$ cat src/rtl/idma_wr_burst_gen.sv
// Write-side burst generator: drains the sync FIFO into AW/W/B bursts cut at BURST_LEN and 4 KB pages.
// Define IDMA_WR_BRESP_CHK_EN to report non-OKAY B responses on task_err.
module idma_wr_burst_gen #(
    parameter int DATA_W    = 128,
    parameter int ADDR_W    = 32,
    parameter int LEN_W     = 16,
    parameter int BURST_LEN = 16,
    parameter int OST_MAX   = 4
) (
    input  logic              clk,
    input  logic              rst_n,
    input  logic              task_start,
    input  logic [ADDR_W-1:0] task_addr,
    input  logic [LEN_W-1:0]  task_beats,
    output logic              task_busy,
    output logic              task_done,
    output logic              task_err,
    input  logic              fifo_empty,
    input  logic [DATA_W-1:0] fifo_data,
    output logic              fifo_pop,
    output logic              awvalid,
    input  logic              awready,
    output logic [ADDR_W-1:0] awaddr,
    output logic [7:0]        awlen,
    output logic              wvalid,
    input  logic              wready,
    output logic [DATA_W-1:0] wdata,
    output logic              wlast,
    input  logic              bvalid,
    output logic              bready,
    input  logic [1:0]        bresp
);

    localparam int BPB   = DATA_W / 8;
    localparam int OFF_W = $clog2(BPB);
    localparam int CW    = ((ADDR_W > LEN_W) ? ADDR_W : LEN_W) + 1;
    localparam int OST_W = $clog2(OST_MAX + 1);

    typedef enum logic [1:0] {IDLE, AW, W, WAIT_B} state_t;

    state_t             state;
    logic [ADDR_W-1:0]  addr;
    logic [LEN_W-1:0]   remaining;
    logic [7:0]         beat_cnt;
    logic [OST_W-1:0]   outstanding;
    logic [OST_W-1:0]   outstanding_nxt;
    logic [ADDR_W-1:0]  start_addr;
    logic               aw_hs;
    logic               w_hs;
    logic               b_hs;

    // Beats to the next 4 KB page are at least 1, so blen never reaches 0 while remaining > 0.
    function automatic logic [8:0] calc_blen(input logic [11:0] page_off, input logic [LEN_W-1:0] rem);
        logic [CW-1:0] to_page;
        logic [CW-1:0] blen;
        to_page = (CW'(4096) - CW'(page_off)) >> OFF_W;
        blen    = CW'(rem);
        if (blen > CW'(BURST_LEN)) blen = CW'(BURST_LEN);
        if (blen > to_page)        blen = to_page;
        return 9'(blen);
    endfunction

    assign start_addr = task_addr & ~ADDR_W'(BPB - 1);

    assign awvalid  = (state == AW) && (outstanding < OST_W'(OST_MAX));
    assign awaddr   = addr;
    assign wvalid   = (state == W) && !fifo_empty;
    assign wdata    = fifo_data;
    assign wlast    = (state == W) && (beat_cnt == awlen);
    assign fifo_pop = wvalid && wready;
    assign bready   = 1'b1;

    assign aw_hs = awvalid && awready;
    assign w_hs  = wvalid && wready;
    assign b_hs  = bvalid && bready;

    always_comb begin
        outstanding_nxt = outstanding;
        if (aw_hs && !b_hs)      outstanding_nxt = outstanding + OST_W'(1);
        else if (!aw_hs && b_hs) outstanding_nxt = outstanding - OST_W'(1);
    end

    always_ff @(posedge clk or negedge rst_n) begin
        if (!rst_n) begin
            state       <= IDLE;
            addr        <= '0;
            remaining   <= '0;
            awlen       <= '0;
            beat_cnt    <= '0;
            outstanding <= '0;
            task_busy   <= 1'b0;
            task_done   <= 1'b0;
        end else begin
            task_done   <= 1'b0;
            outstanding <= outstanding_nxt;
            case (state)
                IDLE: begin
                    if (task_start) begin
                        task_busy <= 1'b1;
                        addr      <= start_addr;
                        remaining <= task_beats;
                        beat_cnt  <= '0;
                        if (task_beats == '0) begin
                            state <= WAIT_B;
                        end else begin
                            awlen <= 8'(calc_blen(start_addr[11:0], task_beats) - 9'd1);
                            state <= AW;
                        end
                    end
                end
                AW: begin
                    if (aw_hs) begin
                        addr      <= addr + ((ADDR_W'(awlen) + ADDR_W'(1)) << OFF_W);
                        remaining <= remaining - LEN_W'(awlen) - LEN_W'(1);
                        state     <= W;
                    end
                end
                W: begin
                    if (w_hs) begin
                        if (wlast) begin
                            beat_cnt <= '0;
                            // addr/remaining already point past this burst
                            if (remaining != '0) begin
                                awlen <= 8'(calc_blen(addr[11:0], remaining) - 9'd1);
                                state <= AW;
                            end else begin
                                state <= WAIT_B;
                            end
                        end else begin
                            beat_cnt <= beat_cnt + 8'd1;
                        end
                    end
                end
                WAIT_B: begin
                    if (outstanding_nxt == '0) begin
                        task_done <= 1'b1;
                        task_busy <= 1'b0;
                        state     <= IDLE;
                    end
                end
                default: state <= IDLE;
            endcase
        end
    end

`ifdef IDMA_WR_BRESP_CHK_EN
    logic err_flag;

    always_ff @(posedge clk or negedge rst_n) begin
        if (!rst_n) begin
            err_flag <= 1'b0;
        end else if (state == IDLE && task_start) begin
            err_flag <= 1'b0;
        end else if (b_hs && bresp != 2'b00) begin
            err_flag <= 1'b1;
        end
    end

    assign task_err = task_done && err_flag;
`else
    logic bresp_unused;

    assign bresp_unused = ^bresp;
    assign task_err     = 1'b0;
`endif

endmodule
$ cat config.mk
export PLATFORM = sky130hd
export DESIGN_NAME = idma_wr_burst_gen
export DESIGN_NICKNAME = d
export VERILOG_FILES = /design/src/rtl/idma_wr_burst_gen.sv
export SDC_FILE = /design/constraint.sdc
export NUM_CORES = 1
export LEC_CHECK = 0
export ABC_AREA = 1
export BUFFER_PORTS_ARGS = -buffer_cell sky130_fd_sc_hd__buf_2
export CORE_AREA = 2 2 141 143
export CTS_CLUSTER_SIZE = 40
export DETAILED_ROUTE_END_ITERATION = 10
export DIE_AREA = 0 0 143 145
export GPL_ROUTABILITY_DRIVEN = 0
export PLACE_DENSITY = 0.67
export SLEW_MARGIN = 0
export SYNTH_ARGS = -nofsm -noshare
export SYNTH_HDL_FRONTEND = slang
export SYNTH_SLANG_ARGS = --single-unit
$ cat constraint.sdc
create_clock -name clk -period 3 [get_ports clk]
set_input_delay 0.6 -clock clk [delete_from_list [all_inputs] [get_ports clk]]
set_output_delay 0.6 -clock clk [all_outputs]
set_load 0.1 [all_outputs]
**Word level (Yosys, flattened, before mapping)**

Index checks and enable logic that the tools add are counted.

- Div/mod/pow operators: 0
- Add/subtract/negate cells: 11
- Mux-type cells: 49
- Shifts and indexed selects: 0
- Reduce and logical (&&, ||, !) cells: 22
- Bitwise logic cells: 0
- Multiply operators: 0
- Equal/unequal tests: 11
- Order comparisons: 5

Operator list:

| kind | count |
|---|---|
| 33-bit two-way mux | 7 |
| 8-bit two-way mux | 17 |
| 33-bit by 29-bit greater-than comparator with 1-bit output | 2 |
| 16-bit two-way mux | 4 |
| 32-bit two-way mux | 2 |
| 32-bit one-hot mux with 2 select lines | 1 |
| 32-bit by 13-bit adder with 32-bit output | 1 |
| 16-bit by 5-bit greater-than comparator with 1-bit output (second input constant) | 2 |
| 16-bit one-hot mux with 2 select lines | 1 |
| 8-bit one-hot mux with 2 select lines | 2 |
| 13-bit by 12-bit subtractor with 14-bit output (first input constant) | 2 |
| 16-bit logical NOT | 1 |
| 16-bit nonzero test | 1 |
| 16-bit by 1-bit subtractor with 16-bit output (second input constant) | 1 |
| 16-bit by 8-bit subtractor with 16-bit output | 1 |
| 8-bit by 1-bit subtractor with 8-bit output (second input constant) | 2 |
| 2-bit two-way mux | 7 |
| 2-bit != test (second input constant) | 6 |
| 8-bit by 1-bit adder with 9-bit output (second input constant) | 1 |
| 3-bit AND reduction | 3 |
| 8-bit by 1-bit adder with 8-bit output (second input constant) | 1 |
| 8-bit == test | 1 |
| 2-bit one-hot mux with 4 select lines | 1 |
| 1-bit logical AND | 7 |
| 15 further kinds | 24 |

- Input bits: 185
- Memories kept: 0
- RAM bits: 0
- ROM bits: 0
- Register bits after elaboration: 71
- Output and inout port bits: 176
- Bits in latches: 0

**Longest topological paths before layout**

- Depth in word-level cells: 17
- Mapped depth: 23
- Depth with buffers taken out: 23

**Worst setup path before layout**

OpenSTA, ideal clock, no wires.

- Path kind: register to register
- Start point: reg awlen[1]
- End point: reg addr[26] (netlist: awaddr[26])
- Slack: -0.584 ns
- Cell stages (with the launch flop): 20
- Path buffers: 0
- Required time: 2.876 ns
- Arrival: 3.460 ns
- Path through: dfrtp_1 -> inv_1 -> nor3_1 -> nand3_1 -> nor3_1 -> xor2_1 -> ha_1 -> nand2_1 -> nor2_1 -> nand2_1 -> nand2_1 -> inv_1 -> o21ai_2 -> nand2_1 -> nor2_1 -> nand2_1 -> nand2_1 -> nand3_1 -> o211ai_1 -> nand2_1

- Longest elaborated chain between the ends: 4

RTL lines:

| what | RTL line | source |
|---|---|---|
| start: declaration | 24 | `output logic [7:0] awlen,` |
| start signal: assignment | 106 | `awlen <= 8'(calc_blen(start_addr[11:0], task_beats) - 9'd1);` |
| start signal: assignment | 124 | `awlen <= 8'(calc_blen(addr[11:0], remaining) - 9'd1);` |
| 8-bit by 1-bit adder with 9-bit output | 113 | `addr <= addr + ((ADDR_W'(awlen) + ADDR_W'(1)) << OFF_W);` |
| 32-bit by 13-bit adder with 32-bit output | 113 |  |
| 32-bit two-way mux | 112 | `if (aw_hs) begin` |
| 32-bit one-hot mux with 2 select lines | 96 | `case (state)` |
| end signal: assignment | 100 | `addr <= start_addr;` |
| end signal: assignment | 113 |  |
| end: declaration | 42 | `logic [ADDR_W-1:0] addr;` |

Every way passes these cells. The select of a mux whose other input is x is not followed.
A chain may end at the register's enable or synchronous reset.

**Worst setup path in the final report**

Same ends and word-level chain as after synthesis.

==> summary.txt <==
Critical path
  – R2R depth: 19
  – RR Startpoint: awlen[1]
  – FF-to-FF setup slack: 120 ps
  – Worst setup EP type: register
  – Critical Path RT: 3230 ps
  – WP data arrival: slightly above 3000 ps
  – Critical path class: reg2reg
  – Crit-path max FO: 4
  – R2R Path End: awaddr[26]
  – Startpoint types: register

Placement
  – Placed insts: 1383
  – Number of buffers added on ports: 92
  – Post-DP HPWL: 15800 um
  – DP Worst Slack: -326 ps

Logic synthesis
  – Synthesized cell area: 7120 um^2
  – Post-synthesis cell count: 1071
  – Ys async rst share: 1.00
  – Syn_area_per_cell: 6.65 um^2
  – Register area share after synthesis: 0.236
  – Synth cell count leaders: 234 x nand2_1, 134 x buf_4, 131 x inv_1
  – Synth top area share: 0.236
  – Netlist cell types: 43
  – Yosys warning total: 0
  – EDFF count, synth: 0
  – Post-synth top area cell: dfrtp_1
  – Yosys reg bits: 67
  – Largest cells by area after synthesis: dfrtp_1 24%, buf_4 14%, nand2_1 12%
  – Top_reg_cell synth: dfrtp_1
  – Most common cell in the netlist: nand2_1

Routing
  – Antenna Nets Post-Route: 0
  – Via density per instance: slightly below 5
  – Drt pass-1 iters: 5
  – Vias: 6936
  – DR iter-0 viols: roughly 360
  – Final WL: 20500 um
  – Residual DRC count: 0
  – Wirelength per Cell: 14.6 um

Final layout
  – Share of cells above drive strength 1: 0.298
  – Area delta synth->final: 19.0%
  – Antenna fix cells: 0
  – Nets: ~1400
  – Core Util, Final: 0.441
  – Reg area: 1700 um^2
  – Final-layout fill cell count: 1966
  – Multi-input logic area: 4350 um^2
  – Non-Filler Instances: 1409

Die
  – Die height: about 150 um
  – IO Pins: 361
  – Die Wd: 143 um
  – DIE AREA: 20700 um^2
  – Std-Cell Rows: 51
  – Core ar.: 19200 um^2
  – Starting Density: 0.371

Pwr
  – Pwr Total: ~11 mW
  – Share of total power in the clock network: 0.099
  – P_int: roughly 4.4 mW
  – Combinational share of power: 0.730
  – Leak Pwr: approximately 4.2 nW
  – Flop pwr share: 0.171
  – Pwr Density: 1270 nW/um^2
  – Switch share: 0.590
  – Psw: 6.36 mW
  – Worst vdd ir: 0.711 mV

STA
  – Pins Over Slew Limit: 0
  – Final worst setup slack: about 120 ps
  – Max Clock Skew: 7.46 ps
  – RSZ-0062 raised after global routing: true
  – Final setup violating endpoints: 0
  – Total negative setup slack: 0 ps
  – Fin crit share: 0.961
  – Final hold violations: 0
  – Worst-Margin Slew: 576 ps
  – Minimum clock period: 2880 ps
  – Fmax: 0.347 GHz
  – Rel. slew slack: 0.613

Clocking
  – Clk buf depth: 2
  – CTS root buf: clkbuf_16
  – CTS clk-pin slew, worst paths: around 60 ps
  – Clock latency on the worst-skew pair: 350 ps
  – CTS Buf Count: 9
  – Clock Sinks: 67
  – H-tree level count: 3
  – CTS tree: yes

GRT
  – GR Overflow Total: 0
  – Largest net degree at the start of global routing: 53
  – Vias in the first global route: 6560
  – GRT Util Overall: 0.196
  – First-pass GRT wire length: 32500 um
  – Initial antenna violation count: 0

Status
  – Status: finished clean

Worst hold path
  – Worst hold path class: in2async

Flow run
  – Max_cap viols: 0
worst max path at each step:
| stage | from | end | slack (ps) | cells after the start |
|---|---|---|---|---|
| CTS | awaddr[4] | awlen[6] | 2 | 18 |
| global placement | task_beats[10] | awlen[4] | -270 | 22 |
| detailed placement | task_beats[10] | awlen[4] | -330 | 22 |
| finish | awlen[1] | awaddr[26] | 120 | 19 |
| global route | awlen[1] | awaddr[18] | -170 | 18 |
| floorplan | awlen[7] | wlast | -350 | 6 |
cells in the final DEF, fill, tap and decap left out, types with 9 or more instances in the layout:
cell	synthesis	layout
nand2_1	234	213
inv_1	131	121
buf_4	134	106
buf_2	4	91
nor2_1	102	79
o21ai_0	71	67
nand3_1	76	63
dfrtp_1	67	53
a21oi_1	38	36
ha_1	43	33
xor2_1	27	22
nand2_2	4	21
o211ai_1	18	18
nand4_1	16	16
nor2_2	2	15
conb_1	2	14
nand3_2	1	12
o21ai_1	8	12
nor2_4	1	11
inv_2	2	10
nor4_1	10	10
dfrtp_2	0	10
nor3_1	16	9
xnor2_1	9	9
clkbuf_16	0	9
critical path, cell delays in order (launching register included):
cell and delay, ps:
dfrtp_4 460, inv_4 50, nor3_4 220, nand3_2 140, nor3_2 190, xor2_1 240
ha_2 280, nand2_4 90, nor2_4 120, nand2_2 60, nand2_2 70, inv_2 40
o21ai_2 160, nand2_2 110, nor2_4 140, nand2_1 70, nand2_1 60, nand3_1 80
o211ai_1 120, nand2_1 70
flip-flops by register name, indices dropped and copies added, names as in the netlist:
| name | count |
|---|---|
| awaddr | 28 |
| awlen | 8 |
| beat_cnt | 8 |
| outstanding | 3 |
| remaining | 16 |
| state | 2 |
| task_busy | 1 |
| task_done | 1 |
cell type report:
class | instances | share of cell area
clock inverter | 6 | 0.00679
timing repair buffer | 200 | 0.153
multi-input combinational | 728 | 0.514
clock buffer | 10 | 0.0270
sequential | 67 | 0.201
tap | 265 | 0.0391
inverter | 133 | 0.0595
power by group through the flow:
| stage | clock (mW) | sequential (mW) | combinational, mW |
|---|---|---|---|
| after floorplan | 0 | 3.52 | 4.42 |
| after global placement | 0 | 1.80 | 7.20 |
| after detailed placement | 0 | 1.81 | 7.28 |
| after CTS | 1.08 | 1.81 | 7.36 |
| after global routing | 1.13 | 1.90 | 8.64 |
| final | 1.07 | 1.84 | 7.88 |
kinds of logic (layout without fill, tap and decap cells):
logic type                 Yosys count  count (layout)  share of synthesized area
and+or+nand+nor                    482             482                      0.297
buffers and inverters              288             349                      0.223
AOI/OAI and AO/OA                  151             151                      0.118
DFF                                 67              67                      0.236
adders and majority gates           45              45                     0.0812
xor gates and xnor gates            36              36                     0.0443
other                                2              14                    0.00106
timing repair:
| action | CTS | global route |
|---|---|---|
| gates cloned | 0 | 0 |
| endpoints found under the setup margin | 8 | 24 |
| resized for setup | 9 | 106 |
| hold buffers | 0 | 0 |
| pin swaps | 0 | 45 |
| buffers inserted | 0 | 10 |
metrics by stage:
| step | hold WS (ps) | area (um^2) |
|---|---|---|
| final | 244 | 8470 |
| after global routing | 265 | 8470 |
| after CTS | 244 | 7990 |
| after detailed placement | 504 | 7660 |
| after global placement | 508 | 7660 |
| after floorplan | 304 | 7210 |
metal layers:
layer / global-route usage / wire (um) / vias up
li1: - / - / 3456
met1: 0.246 / 8690 / 3232
met2: 0.318 / 9780 / 189
met3: 0.0479 / 1290 / 59
met4: 0.0847 / 776 / 0
met5: 0 / 0 / -
No activity file was read; power rests on OpenSTA's default activity.
